## config.mk

```make
export PLATFORM = sky130hd
export DESIGN_NAME = tlp_fifo_arb
export DESIGN_NICKNAME = d
export VERILOG_FILES = /design/src/rtl/tlp_fifo_arb.sv
export SDC_FILE = /design/constraint.sdc
export NUM_CORES = 1
export LEC_CHECK = 0
export ABC_AREA = 1
export CAP_MARGIN = 20
export CELL_PAD_IN_SITES_DETAIL_PLACEMENT = 0
export CELL_PAD_IN_SITES_GLOBAL_PLACEMENT = 1
export CORE_ASPECT_RATIO = 1.5
export CORE_MARGIN = 2
export CORE_UTILIZATION = 25
export CTS_CLUSTER_DIAMETER = 80
export DETAILED_ROUTE_END_ITERATION = 16
export PLACE_DENSITY_LB_ADDON = 0.2
export SLEW_MARGIN = 0
export SYNTH_ARGS = -nofsm -noshare
export SYNTH_HDL_FRONTEND = slang
export SYNTH_SLANG_ARGS = --single-unit
```

## constraint.sdc

```tcl
create_clock -name clk156 -period 2.65 [get_ports clk156]
set_input_delay 0.3975 -clock clk156 [delete_from_list [all_inputs] [get_ports clk156]]
set_output_delay 0.3975 -clock clk156 [all_outputs]
set_load 0.005 [all_outputs]
```

## src/rtl/tlp_fifo_arb.sv

```systemverilog
// rtl/tlp_fifo_arb.sv - packet-granular round-robin arbiter merging TLP FWFT FIFOs
//
// Presents NUM_SRC first-word-fall-through TLP FIFOs to the encapsulator as
// one FWFT FIFO. A grant is held from the first word of a TLP until the
// word with last set is popped.
//
// Ports:
//   clk156       datapath clock
//   sys_rst_n    asynchronous active-low reset
//   src_empty    per-source FWFT empty
//   src_dout     per-source FWFT head word, source i at [i*WORD_W +: WORD_W]
//   src_rd_en    per-source pop
//   src_mask     per-source eligibility for new grants
//   m_rd_en      pop request from the encapsulator
//   m_dout       head word of the granted source (0 when idle)
//   m_empty      merged empty (1 when idle)
//   grant_valid  a source is locked
//   grant_idx    locked source index (drives the TCAP dir field)
//   pkt_cnt      completed packets per source, source i at [i*CNT_W +: CNT_W]
//
// Word layout: [73:66] tkeep, [65:2] tdata, [1] last, [0] user.

module tlp_fifo_arb #(
    parameter int NUM_SRC = 2,
    parameter int WORD_W  = 74,
    parameter int CNT_W   = 32,
    localparam int IDX_W  = (NUM_SRC > 1) ? $clog2(NUM_SRC) : 1
) (
    input  logic                       clk156,
    input  logic                       sys_rst_n,
    input  logic [NUM_SRC-1:0]         src_empty,
    input  logic [NUM_SRC*WORD_W-1:0]  src_dout,
    output logic [NUM_SRC-1:0]         src_rd_en,
    input  logic [NUM_SRC-1:0]         src_mask,
    input  logic                       m_rd_en,
    output logic [WORD_W-1:0]          m_dout,
    output logic                       m_empty,
    output logic                       grant_valid,
    output logic [IDX_W-1:0]           grant_idx,
    output logic [NUM_SRC*CNT_W-1:0]   pkt_cnt
);

    typedef enum logic [0:0] {
        ARB_IDLE = 1'b0,
        ARB_LOCK = 1'b1
    } arb_state_t;

    arb_state_t          state;
    logic [IDX_W-1:0]    rr_ptr;
    logic [CNT_W-1:0]    cnt_q    [NUM_SRC];
    logic [WORD_W-1:0]   src_word [NUM_SRC];

    logic [NUM_SRC-1:0]  cand;
    logic                pick_found;
    logic [IDX_W-1:0]    pick_idx;
    logic [IDX_W-1:0]    scan_idx;

    logic                locked;
    logic                head_empty;
    logic                head_last;
    logic                pop_ok;

    for (genvar g = 0; g < NUM_SRC; g++) begin : g_slice
        assign src_word[g]                 = src_dout[g*WORD_W +: WORD_W];
        assign pkt_cnt[g*CNT_W +: CNT_W]   = cnt_q[g];
    end

    // Round-robin search: scanning offsets from highest to lowest and letting
    // later hits overwrite earlier ones leaves the candidate closest to rr_ptr.
    always_comb begin
        cand       = ~src_empty & src_mask;
        pick_found = 1'b0;
        pick_idx   = '0;
        scan_idx   = '0;
        for (int k = NUM_SRC - 1; k >= 0; k--) begin
            scan_idx = IDX_W'((int'(rr_ptr) + k) % NUM_SRC);
            if (cand[scan_idx]) begin
                pick_found = 1'b1;
                pick_idx   = scan_idx;
            end
        end
    end

    assign locked     = (state == ARB_LOCK);
    assign head_empty = src_empty[grant_idx];
    assign head_last  = src_word[grant_idx][1];
    // An underrunning source keeps the grant; pops simply stall while empty.
    assign pop_ok     = locked & m_rd_en & ~head_empty;

    assign m_empty = locked ? head_empty : 1'b1;
    assign m_dout  = locked ? src_word[grant_idx] : '0;

    always_comb begin
        src_rd_en = '0;
        if (pop_ok) begin
            src_rd_en[grant_idx] = 1'b1;
        end
    end

    always_ff @(posedge clk156 or negedge sys_rst_n) begin
        if (!sys_rst_n) begin
            state       <= ARB_IDLE;
            grant_valid <= 1'b0;
            grant_idx   <= '0;
            rr_ptr      <= '0;
            for (int i = 0; i < NUM_SRC; i++) begin
                cnt_q[i] <= '0;
            end
        end else begin
            case (state)
                ARB_IDLE: begin
                    if (pick_found) begin
                        grant_idx   <= pick_idx;
                        grant_valid <= 1'b1;
                        state       <= ARB_LOCK;
                    end
                end
                ARB_LOCK: begin
                    // Mask changes are ignored here so a locked packet always completes.
                    if (pop_ok && head_last) begin
                        state            <= ARB_IDLE;
                        grant_valid      <= 1'b0;
                        rr_ptr           <= (grant_idx == IDX_W'(NUM_SRC - 1)) ? '0
                                                                              : grant_idx + 1'b1;
                        cnt_q[grant_idx] <= cnt_q[grant_idx] + CNT_W'(1);
                    end
                end
                default: begin
                    state       <= ARB_IDLE;
                    grant_valid <= 1'b0;
                end
            endcase
        end
    end

endmodule

```

==> results.json <==
{
  "fmax_mhz": 401.9,
  "synthArstFlopShare_pct": 100.0,
  "ys_warn_count": 0,
  "holdWs_ps": 45.37,
  "htreeDepth": 3,
  "r2r-start": "grant_idx$_DFFE_PN0P_",
  "grt_max_degree": 71,
  "drc": 0,
  "ys_seq_area_share_pct": 33.28,
  "start_util_pct": 25.24,
  "synth_seq_cells": 68,
  "rrSetupSlack_ps": 420,
  "sw_frac_of_total_pct": 37.95,
  "synth_nets": 990,
  "area_growth_pct": 70.54,
  "drtIter0Drc": 296,
  "pwr-share-seq_pct": 20.4,
  "status": "finished clean",
  "rows": 64,
  "max-vdd-ir-drop_uv": 316.2,
  "postCtsHoldBufs": 0,
  "fin_nets": 1267,
  "vias": 6219,
  "cts_sinks": 68,
  "antenna_left": 0,
  "maxSlewHeadroom_pct": 50.40,
  "critPathLaunchType": "flop",
  "port_buffers": 297,
  "clock_latency_ps": 350,
  "leakagePower_nw": 3.946,
  "post_drt_via_cell_ratio": 4.497,
  "gr-total-overflow": 0,
  "worstMarginPinSlew_ps": 742.9,
  "fillers": 2134,
  "cp_slowest_cell": "dfrtp_4",
  "cts-resized-gates": 0,
  "synth_flop_cell": "dfrtp_1",
  "path_cells": "buf_12 -> a21oi_1 -> o21ai_1 -> nor2_1 -> nand2_1 -> inv_1 -> clkdlybuf4s50_1",
  "track_usage_pct": 21.75,
  "ios": 298,
  "path_clk_slew_ps": 60,
  "dr.pass1.iters": 5,
  "cp_num_cells": 7,
  "grt_pass1_wl_microns": 35470,
  "syn-instance-count": 834,
  "wl_per_cell_microns": 17.44,
  "root_buffer": "clkbuf_16",
  "cts_tree": "built",
  "path_buf_inv": 3,
  "die_y_microns": 179.2,
  "numCtsBuffers": 9,
  "routabilityCongestion": 0.8665,
  "fin_setup_tns_ps": 0,
  "rsz0062_at_grt": "no",
  "drv_cap": 0,
  "internal-power_mw": 3.997,
  "skew_ps": 11.44,
  "cp_max_fo": 40,
  "clock_power_share_pct": 21.3,
  "die_w_microns": 120.8,
  "cts_buffer_depth": 2,
  "arrival_ps": 2090,
  "critPathKind": "flop to output pin",
  "fp.coreArea_sq_mm": 0.02026,
  "drive_above_1_share_pct": 6.631,
  "r2r_end": "pkt_cnt[62]$_DFFE_PN0P_",
  "p_per_area_mw_per_mm2": 738.7,
  "end_kind": "output pin",
  "total_power_mw": 6.442,
  "cp_top_family": "buffers and inverters",
  "switchingPower_mw": 2.444,
  "synth_area_per_cell_sq_um": 6.131,
  "finalCritPeriodShare_pct": 93.88,
  "hold_viol": 0,
  "dp.final_hpwl_microns": 18500,
  "synth.cell_area_sq_mm": 0.005114,
  "worstHoldPathType": "primary input to asynchronous set/reset pin",
  "period_needed_ps": 2488,
  "die_area_sq_mm": 0.02164,
  "final-max-slew-violation-count": 0,
  "grt_pass1_vias": 5926,
  "synth_edf_count": 0,
  "required_ps": 2250,
  "worst-r2r-cell-count": 12,
  "cpPeakStageDelay_ps": 530,
  "setup-violations-final": 0,
  "antenna_found_initial": 3,
  "wl_microns": 24120,
  "power_frac_comb_pct": 58.3,
  "ys_types": 29
}
## area by class of cell
cell class	instances	area (sq um)	area share, %
timing repair buffer	310	3166	36.30
multi-input combinational	683	3023	34.66
sequential	68	1707	19.57
tap	264	330.3	3.788
clock buffer	11	252.7	2.898
inverter	39	151.4	1.736
clock inverter	5	83.83	0.9613
antenna	3	7.507	0.08608
## metal layers
| layer | GRT usage [%] | vias up | wire, microns |
|---|---|---|---|
| li1 | - | 3168 | - |
| met1 | 26.19 | 2794 | 9809 |
| met2 | 37.64 | 234 | 11890 |
| met3 | 5.693 | 23 | 1895 |
| met4 | 6.928 | 0 | 521 |
| met5 | 0 | - | 0 |
## cell usage in the layout (no fill, tap or decap), types with 4 or more instances in the layout
cell type	count
buf_4	5
o21ai_1	4
inv_1	34
nand3_1	56
o21bai_1	4
inv_2	4
nor2_1	177
buf_12	8
nand2_1	301
o21ai_0	90
clkdlybuf4s50_1	296
nand2_2	13
nor2_2	8
clkbuf_16	9
xor2_1	5
nor2_4	7
dfrtp_1	66
## synth_stat cells (all sizes together), types with 2 or more instances
library cell	n	area, sq um
o21ai	94	470.5
clkbuf	22	82.58
nand4	2	12.51
o21bai	4	30.03
buf	22	155.1
dfrtp	68	1702
a21oi	3	15.01
nand2	317	1245
xor2	8	92.59
nor2	194	833.3
inv	38	142.6
nand3	56	280.3
## how the worst max path moves through the flow
stage	startpoint	end	slack (ps)
CTS	grant_idx$_DFFE_PN0P_	src_rd_en[1]	50
global placement	grant_idx$_DFFE_PN0P_	pkt_cnt[63]$_DFFE_PN0P_	390
detailed placement	grant_idx$_DFFE_PN0P_	pkt_cnt[24]$_DFFE_PN0P_	370
finish	grant_idx$_DFFE_PN0P_	src_rd_en[1]	160
floorplan	grant_idx$_DFFE_PN0P_	pkt_cnt[12]$_DFFE_PN0P_	740
global route	locked$_DFF_PN0_	src_rd_en[1]	40
## state kept, by name, summed over array words and instances, names as in the netlist
register	cells
grant_idx	1
locked	1
rr_ptr	1
pkt_cnt	64
grant_valid	1
## stage by stage
step | util (%) | cells | area (sq um) | setup WS, ps
floorplan | - | 834 | 5114 | 741.6
global placement | 41.17 | 1361 | 8342 | 389.4
detailed placement | 41.17 | 1361 | 8342 | 366.0
CTS | 42.84 | 1377 | 8678 | 51.62
global route | 43.05 | 1383 | 8721 | 38.44
finish | 43.05 | 1383 | 8721 | 162.1
## kinds of logic (layout without fill, tap and decap cells)
| group | Yosys count | after routing | synth area share [%] |
|---|---|---|---|
| xor+xnor | 9 | 9 | 1.982 |
| flops | 68 | 68 | 33.28 |
| simple gates | 571 | 571 | 46.64 |
| compound gates | 102 | 102 | 10.25 |
| other cells | 0 | 3 | 0 |
| fa+ha+maj | 1 | 1 | 0.2446 |
| buf+inv | 83 | 365 | 7.609 |
## power groups by stage
stage,registers [mW],clock network (mW),logic [mW]
floorplan,1.27,0,1.62
global placement,1.37,0,3.71
detailed placement,1.37,0,3.70
CTS,1.35,1.39,3.71
global route,1.34,1.43,4.13
finish,1.31,1.37,3.76
## what timing repair did
item | CTS | global route
endpoints found under the hold margin | 0 | 0
setup endpoints to repair | 0 | 6
setup buffers | 0 | 3
No activity file was read; power rests on OpenSTA's default activity.
